$ cat src/rtl/lif_cfg_pkg.sv
// Shared constants and FSM encoding for the LIF neuron parameter loader.
package lif_cfg_pkg;

  localparam int BYTE_W     = 8;
  localparam int SHIFT_W    = 4;
  localparam int FRAME_BITS = 40;
  localparam int CNT_W      = 6;

  localparam logic [BYTE_W-1:0] HDR        = 8'hA5;
  localparam logic [BYTE_W-1:0] DEF_THRESH = 8'd100;
  localparam logic [BYTE_W-1:0] DEF_LEAK   = 8'h25;
  localparam logic [BYTE_W-1:0] DEF_REFR   = 8'd3;

  // Bit-count values seen while the last bit of each field is being shifted in.
  localparam logic [CNT_W-1:0] HDR_LAST = 6'd7;
  localparam logic [CNT_W-1:0] PAY_LAST = 6'd31;
  localparam logic [CNT_W-1:0] CHK_LAST = 6'd39;

  typedef enum logic [2:0] {
    S_IDLE,
    S_HDR,
    S_PAY,
    S_CHK,
    S_CHECK,
    S_PEND,
    S_COMMIT,
    S_ERR
  } cfg_state_t;

endpackage

$ cat src/rtl/lif_cfg_shifter.sv
// 40-bit MSB-first frame shift register with a bit counter; clear wins over shift.
module lif_cfg_shifter
  import lif_cfg_pkg::*;
(
  input  logic              clk,
  input  logic              rst_n,
  input  logic              shift_en,
  input  logic              clear,
  input  logic              bit_in,
  output logic [BYTE_W-1:0] hdr,
  output logic [BYTE_W-1:0] thr,
  output logic [BYTE_W-1:0] leak,
  output logic [BYTE_W-1:0] refr,
  output logic [BYTE_W-1:0] chk,
  output logic [CNT_W-1:0]  bit_count
);

  logic [FRAME_BITS-1:0] sh_reg;
  logic [CNT_W-1:0]      cnt_reg;

  always_ff @(posedge clk or negedge rst_n) begin
    if (!rst_n) begin
      sh_reg  <= '0;
      cnt_reg <= '0;
    end else if (clear) begin
      sh_reg  <= '0;
      cnt_reg <= '0;
    end else if (shift_en) begin
      sh_reg  <= {sh_reg[FRAME_BITS-2:0], bit_in};
      cnt_reg <= cnt_reg + 1'b1;
    end
  end

  assign hdr       = sh_reg[39:32];
  assign thr       = sh_reg[31:24];
  assign leak      = sh_reg[23:16];
  assign refr      = sh_reg[15:8];
  assign chk       = sh_reg[7:0];
  assign bit_count = cnt_reg;

endmodule

$ cat src/rtl/lif_param_loader.sv
// Framed serial parameter loader: validates header/checksum into shadow registers
// and commits atomically to the active neuron parameters while the neuron is idle.
module lif_param_loader
  import lif_cfg_pkg::*;
(
  input  logic               clk,
  input  logic               rst_n,
  input  logic               load_mode,
  input  logic               serial_data,
  input  logic               neuron_idle,
  output logic [BYTE_W-1:0]  threshold,
  output logic [SHIFT_W-1:0] leak_fast_shift,
  output logic [SHIFT_W-1:0] leak_slow_shift,
  output logic [BYTE_W-1:0]  refr_cycles,
  output logic               params_update,
  output logic               params_ready,
  output logic               cfg_error
);

  cfg_state_t state_reg, state_next;
  logic load_prev_reg;
  logic cfg_error_reg, committed_once_reg, params_update_reg;
  logic [BYTE_W-1:0] thr_reg, leak_reg, refr_reg;

  logic shift_en, clear, commit, set_err, clr_err;
  logic [BYTE_W-1:0] sh_hdr, sh_thr, sh_leak, sh_refr, sh_chk;
  logic [CNT_W-1:0]  bit_count;

  lif_cfg_shifter u_shifter (
    .clk       (clk),
    .rst_n     (rst_n),
    .shift_en  (shift_en),
    .clear     (clear),
    .bit_in    (serial_data),
    .hdr       (sh_hdr),
    .thr       (sh_thr),
    .leak      (sh_leak),
    .refr      (sh_refr),
    .chk       (sh_chk),
    .bit_count (bit_count)
  );

  always_comb begin
    state_next = state_reg;
    shift_en   = 1'b0;
    clear      = 1'b0;
    commit     = 1'b0;
    set_err    = 1'b0;
    clr_err    = 1'b0;
    case (state_reg)
      S_IDLE: begin
        if (load_mode && !load_prev_reg) begin
          shift_en   = 1'b1;
          clr_err    = 1'b1;
          state_next = S_HDR;
        end
      end
      S_HDR, S_PAY, S_CHK: begin
        if (!load_mode) begin
          set_err    = 1'b1;
          clear      = 1'b1;
          state_next = S_IDLE;
        end else begin
          shift_en = 1'b1;
          // Header is judged on the edge carrying bit 7, using the incoming bit.
          if (state_reg == S_HDR && bit_count == HDR_LAST) begin
            if ({sh_chk[6:0], serial_data} == HDR) begin
              state_next = S_PAY;
            end else begin
              set_err    = 1'b1;
              state_next = S_ERR;
            end
          end else if (state_reg == S_PAY && bit_count == PAY_LAST) begin
            state_next = S_CHK;
          end else if (state_reg == S_CHK && bit_count == CHK_LAST) begin
            state_next = S_CHECK;
          end
        end
      end
      S_CHECK: begin
        if ((sh_thr ^ sh_leak ^ sh_refr) == sh_chk && sh_hdr == HDR) begin
          state_next = S_PEND;
        end else begin
          set_err    = 1'b1;
          state_next = S_ERR;
        end
      end
      S_PEND: begin
        if (neuron_idle) state_next = S_COMMIT;
      end
      S_COMMIT: begin
        commit     = 1'b1;
        clear      = 1'b1;
        state_next = S_IDLE;
      end
      S_ERR: begin
        set_err    = 1'b1;
        clear      = 1'b1;
        state_next = S_IDLE;
      end
      default: state_next = S_IDLE;
    endcase
  end

  always_ff @(posedge clk or negedge rst_n) begin
    if (!rst_n) begin
      state_reg          <= S_IDLE;
      load_prev_reg      <= 1'b0;
      cfg_error_reg      <= 1'b0;
      committed_once_reg <= 1'b0;
      params_update_reg  <= 1'b0;
      thr_reg            <= DEF_THRESH;
      leak_reg           <= DEF_LEAK;
      refr_reg           <= DEF_REFR;
    end else begin
      state_reg         <= state_next;
      load_prev_reg     <= load_mode;
      params_update_reg <= commit;
      if (set_err)      cfg_error_reg <= 1'b1;
      else if (clr_err) cfg_error_reg <= 1'b0;
      if (commit) begin
        committed_once_reg <= 1'b1;
        thr_reg            <= sh_thr;
        leak_reg           <= sh_leak;
        refr_reg           <= sh_refr;
      end
    end
  end

  assign threshold       = thr_reg;
  assign leak_fast_shift = leak_reg[7:4];
  assign leak_slow_shift = leak_reg[3:0];
  assign refr_cycles     = refr_reg;
  assign params_update   = params_update_reg;
  assign params_ready    = committed_once_reg && (state_reg == S_IDLE);
  assign cfg_error       = cfg_error_reg;

endmodule

$ cat config.mk
export PLATFORM = sky130hd
export DESIGN_NAME = lif_param_loader
export DESIGN_NICKNAME = d
export VERILOG_FILES = /design/src/rtl/lif_cfg_pkg.sv /design/src/rtl/lif_cfg_shifter.sv /design/src/rtl/lif_param_loader.sv
export SDC_FILE = /design/constraint.sdc
export NUM_CORES = 1
export LEC_CHECK = 0
export BUFFER_PORTS_ARGS = -buffer_cell sky130_fd_sc_hd__buf_4
export CORE_MARGIN = 3
export CORE_UTILIZATION = 49
export DETAILED_ROUTE_END_ITERATION = 12
export GPL_TIMING_DRIVEN = 0
export MAX_ROUTING_LAYER = met4
export PLACE_DENSITY = 0.74
export REMOVE_ABC_BUFFERS = 1
export SLEW_MARGIN = 20
export SYNTH_ARGS = -nofsm -noshare
export SYNTH_HDL_FRONTEND = slang
export SYNTH_SLANG_ARGS = --single-unit
$ cat constraint.sdc
create_clock -name clk -period 2.35 [get_ports clk]
set_input_delay 0.235 -clock clk [delete_from_list [all_inputs] [get_ports clk]]
set_output_delay 0.235 -clock clk [all_outputs]
set_load 0.05 [all_outputs]
==> results.cfg <==
[placed_design]
gp_congestion = 0.808
port_buffers = 31
dp_hpwl_mm = 4.27
placed_area_um2 = 3820
placed_cells = 415

[timing]
setup_viol = 0
fin_crit_ns = 2.16
fin_crit_sh = 0.917
finalSetupTns_ns = 0
tightest_slew_ns = 0.938
slew_violations = 0
rsz0062_at_grt = no
hold_ws_ns = 0.0235
final_hold_viol_count = 0
skew_ns = 0.00478
max_freq_ghz = 0.464
timing.slew.headroom = 0.374

[logic_synthesis]
synthCells = 304
yosys_warnings = 0
synth_area_um2 = 3570
ys_seq_area_frac = 0.543
synth_ff_type = dfrtp_1
synth_edf_count = 0
ys_seq_elements = 77
synth_area_per_cell_um2 = 11.7
synth.distinct_cells = 46
async_reset_ff_frac = 1.00

[finish]
num_antenna_cells = 0
multiInputGateArea_um2 = 1490
final_net_count = 337
layout_common_cells = dfrtp_1, nand2_1, buf_4
largest_reg_flops = 40
area_growth_pct = 13.7
layout-drive-gt1-share = 0.271
final_area_um2 = 4050
final.fill_count = 608
stdcell_count = 432
final_common_cell = dfrtp_1
regArea_um2 = 1940

[grt]
antenna_found_initial = 0
gr-total-overflow = 0
grt_pass1_vias = 2272
grtUsageTotal = 0.181
grt_max_degree = 78
grt_pass1_wl_mm = 11.6

[clock_network]
clk_pin_slew_ns = 0.08
clkLatencyLatePin_ns = 0.35
numCtsBuffers = 9
cts_tree = done
postCtsSetupBuffers = 0
numClockSinks = 77
cts_max_level = 3
cts_root_buffer = clkbuf_8
clk_path_buf_depth = 2

[pwr]
p_comb_frac = 0.271
p_switching_mw = 1.31
peakVddDrop_mv = 0.475
p_int_mw = 2.36
p_leak_nw = 1.92
clockPowerShare = 0.302
power_mw = 3.67
p_per_area_nw_per_um2 = 905
seq_power_share = 0.427
sw_frac_of_total = 0.356

[floorplan]
initial_utilization = 0.516
row_count = 30
dieArea_um2 = 8340
pin_count = 32
die_h_um = 91.3
core_um2 = 6910
die_w_um = 91.3

[drt]
viasPerCell = 5.51
ant_nets = 0
finalWirelength_mm = 6.73
wl_per_cell_um = 15.6
vias = 2381
drt_iter0_markers = 177
drc = 0
drtPass1Iterations = 4

[worst_setup_path]
critPathLaunchType = register
crit_path_end_kind = register
cp_max_fo = 22
worstPathArrival_ns = 2.36
crit_required_ns = 2.55
criticalPathCategory = register to register

[job]
drv_cap = 0

[run_status]
run_status = completed

[hold_path]
hold_path_class = input pin to asynchronous set/reset pin
-- logic make-up (layout without fill, tap and decap cells) --
family,count (synthesis),count (layout),synth area share
muxes,24,24,0.0947
AOI/OAI and AO/OA,58,58,0.114
buffers and inverters,20,52,0.0407
DFF,77,77,0.543
xor gates and xnor gates,29,29,0.0712
adders and majority gates,1,1,0.00351
and+or+nand+nor,95,95,0.133
-- final cells by class --
type	instances	area share
flip-flops and latches	77	0.478
repair buffers	33	0.0667
clock buffers	9	0.0306
clock inverters	7	0.0241
multi-input cells	207	0.368
well taps	96	0.0296
inverters	3	0.00340
-- critical path: stages (launching register included) --
cell and delay (ns):
dfrtp_1 0.50, nor2b_1 0.49, nand2_1 0.64, nand2_1 0.26, a21oi_1 0.10
-- through the flow --
stage | setup slack [ns] | util
after floorplan | 0.0761 | -
after global placement | -0.622 | 0.548
after detailed placement | 0.250 | 0.553
after CTS | 0.200 | 0.587
after global routing | 0.00916 | 0.587
final | 0.194 | 0.587
-- power groups by stage --
stage	combinational [mW]	sequential, mW	clock [mW]
finish	0.994	1.57	1.11
global route	1.09	1.58	1.20
CTS	1.00	1.56	1.13
detailed placement	0.995	1.59	0
global placement	0.935	1.58	0
floorplan	0.667	1.59	0
-- routing by layer --
| metal | vias up | track usage | wire length [um] |
|---|---|---|---|
| met1 | 1187 | 0.243 | 3090 |
| met3 | 11 | 0.0464 | 386 |
| met2 | 71 | 0.265 | 3190 |
| li1 | 1112 | - | - |
| met4 | 0 | 0.0691 | 66 |
| met5 | - | - | 0 |
-- synth_stat cells, types with 2 or more instances --
cell / count / share of area
mux2_4: 18 / 0.076
nand2_1: 56 / 0.059
nor2_1: 10 / 0.011
buf_2: 8 / 0.011
and4bb_2: 2 / 0.0070
xnor2_1: 16 / 0.039
buf_4: 2 / 0.0042
xor2_1: 13 / 0.032
nor2_4: 2 / 0.0063
nand2b_1: 3 / 0.0053
a21oi_1: 24 / 0.034
buf_6: 3 / 0.0095
clkbuf_1: 2 / 0.0021
o21ai_0: 5 / 0.0070
inv_1: 2 / 0.0021
dfrtp_1: 69 / 0.48
and3_1: 3 / 0.0053
mux2_2: 6 / 0.019
nor4_1: 2 / 0.0035
nand4_1: 4 / 0.0070
nand3_1: 4 / 0.0056
dfstp_2: 8 / 0.059
a22o_1: 19 / 0.047
-- worst paths after layout --
path / start / end / slack, ns / depth (start not counted)
setup / recovery: state_reg[2] / u_shifter.sh_reg[34] / 0.19 / 4
max in group asynchronous: rst_n / u_shifter.sh_reg[19] / 1.72 / 1
hold / removal: rst_n / refr_cycles[6] / 0.02 / 1
setup reg to reg: state_reg[2] / u_shifter.sh_reg[34] / 0.19 / 4
min in group clk: serial_data / u_shifter.sh_reg[0] / 0.14 / 2
hold reg to reg: committed_once_reg / committed_once_reg / 0.47 / 1
-- timing repair --
item | CTS | global route
gates resized for setup | 0 | 0
hold buffers | 1 | 0
hold endpoints to repair | 1 | 0
Note: power is estimated with default switching activity, not from simulation.
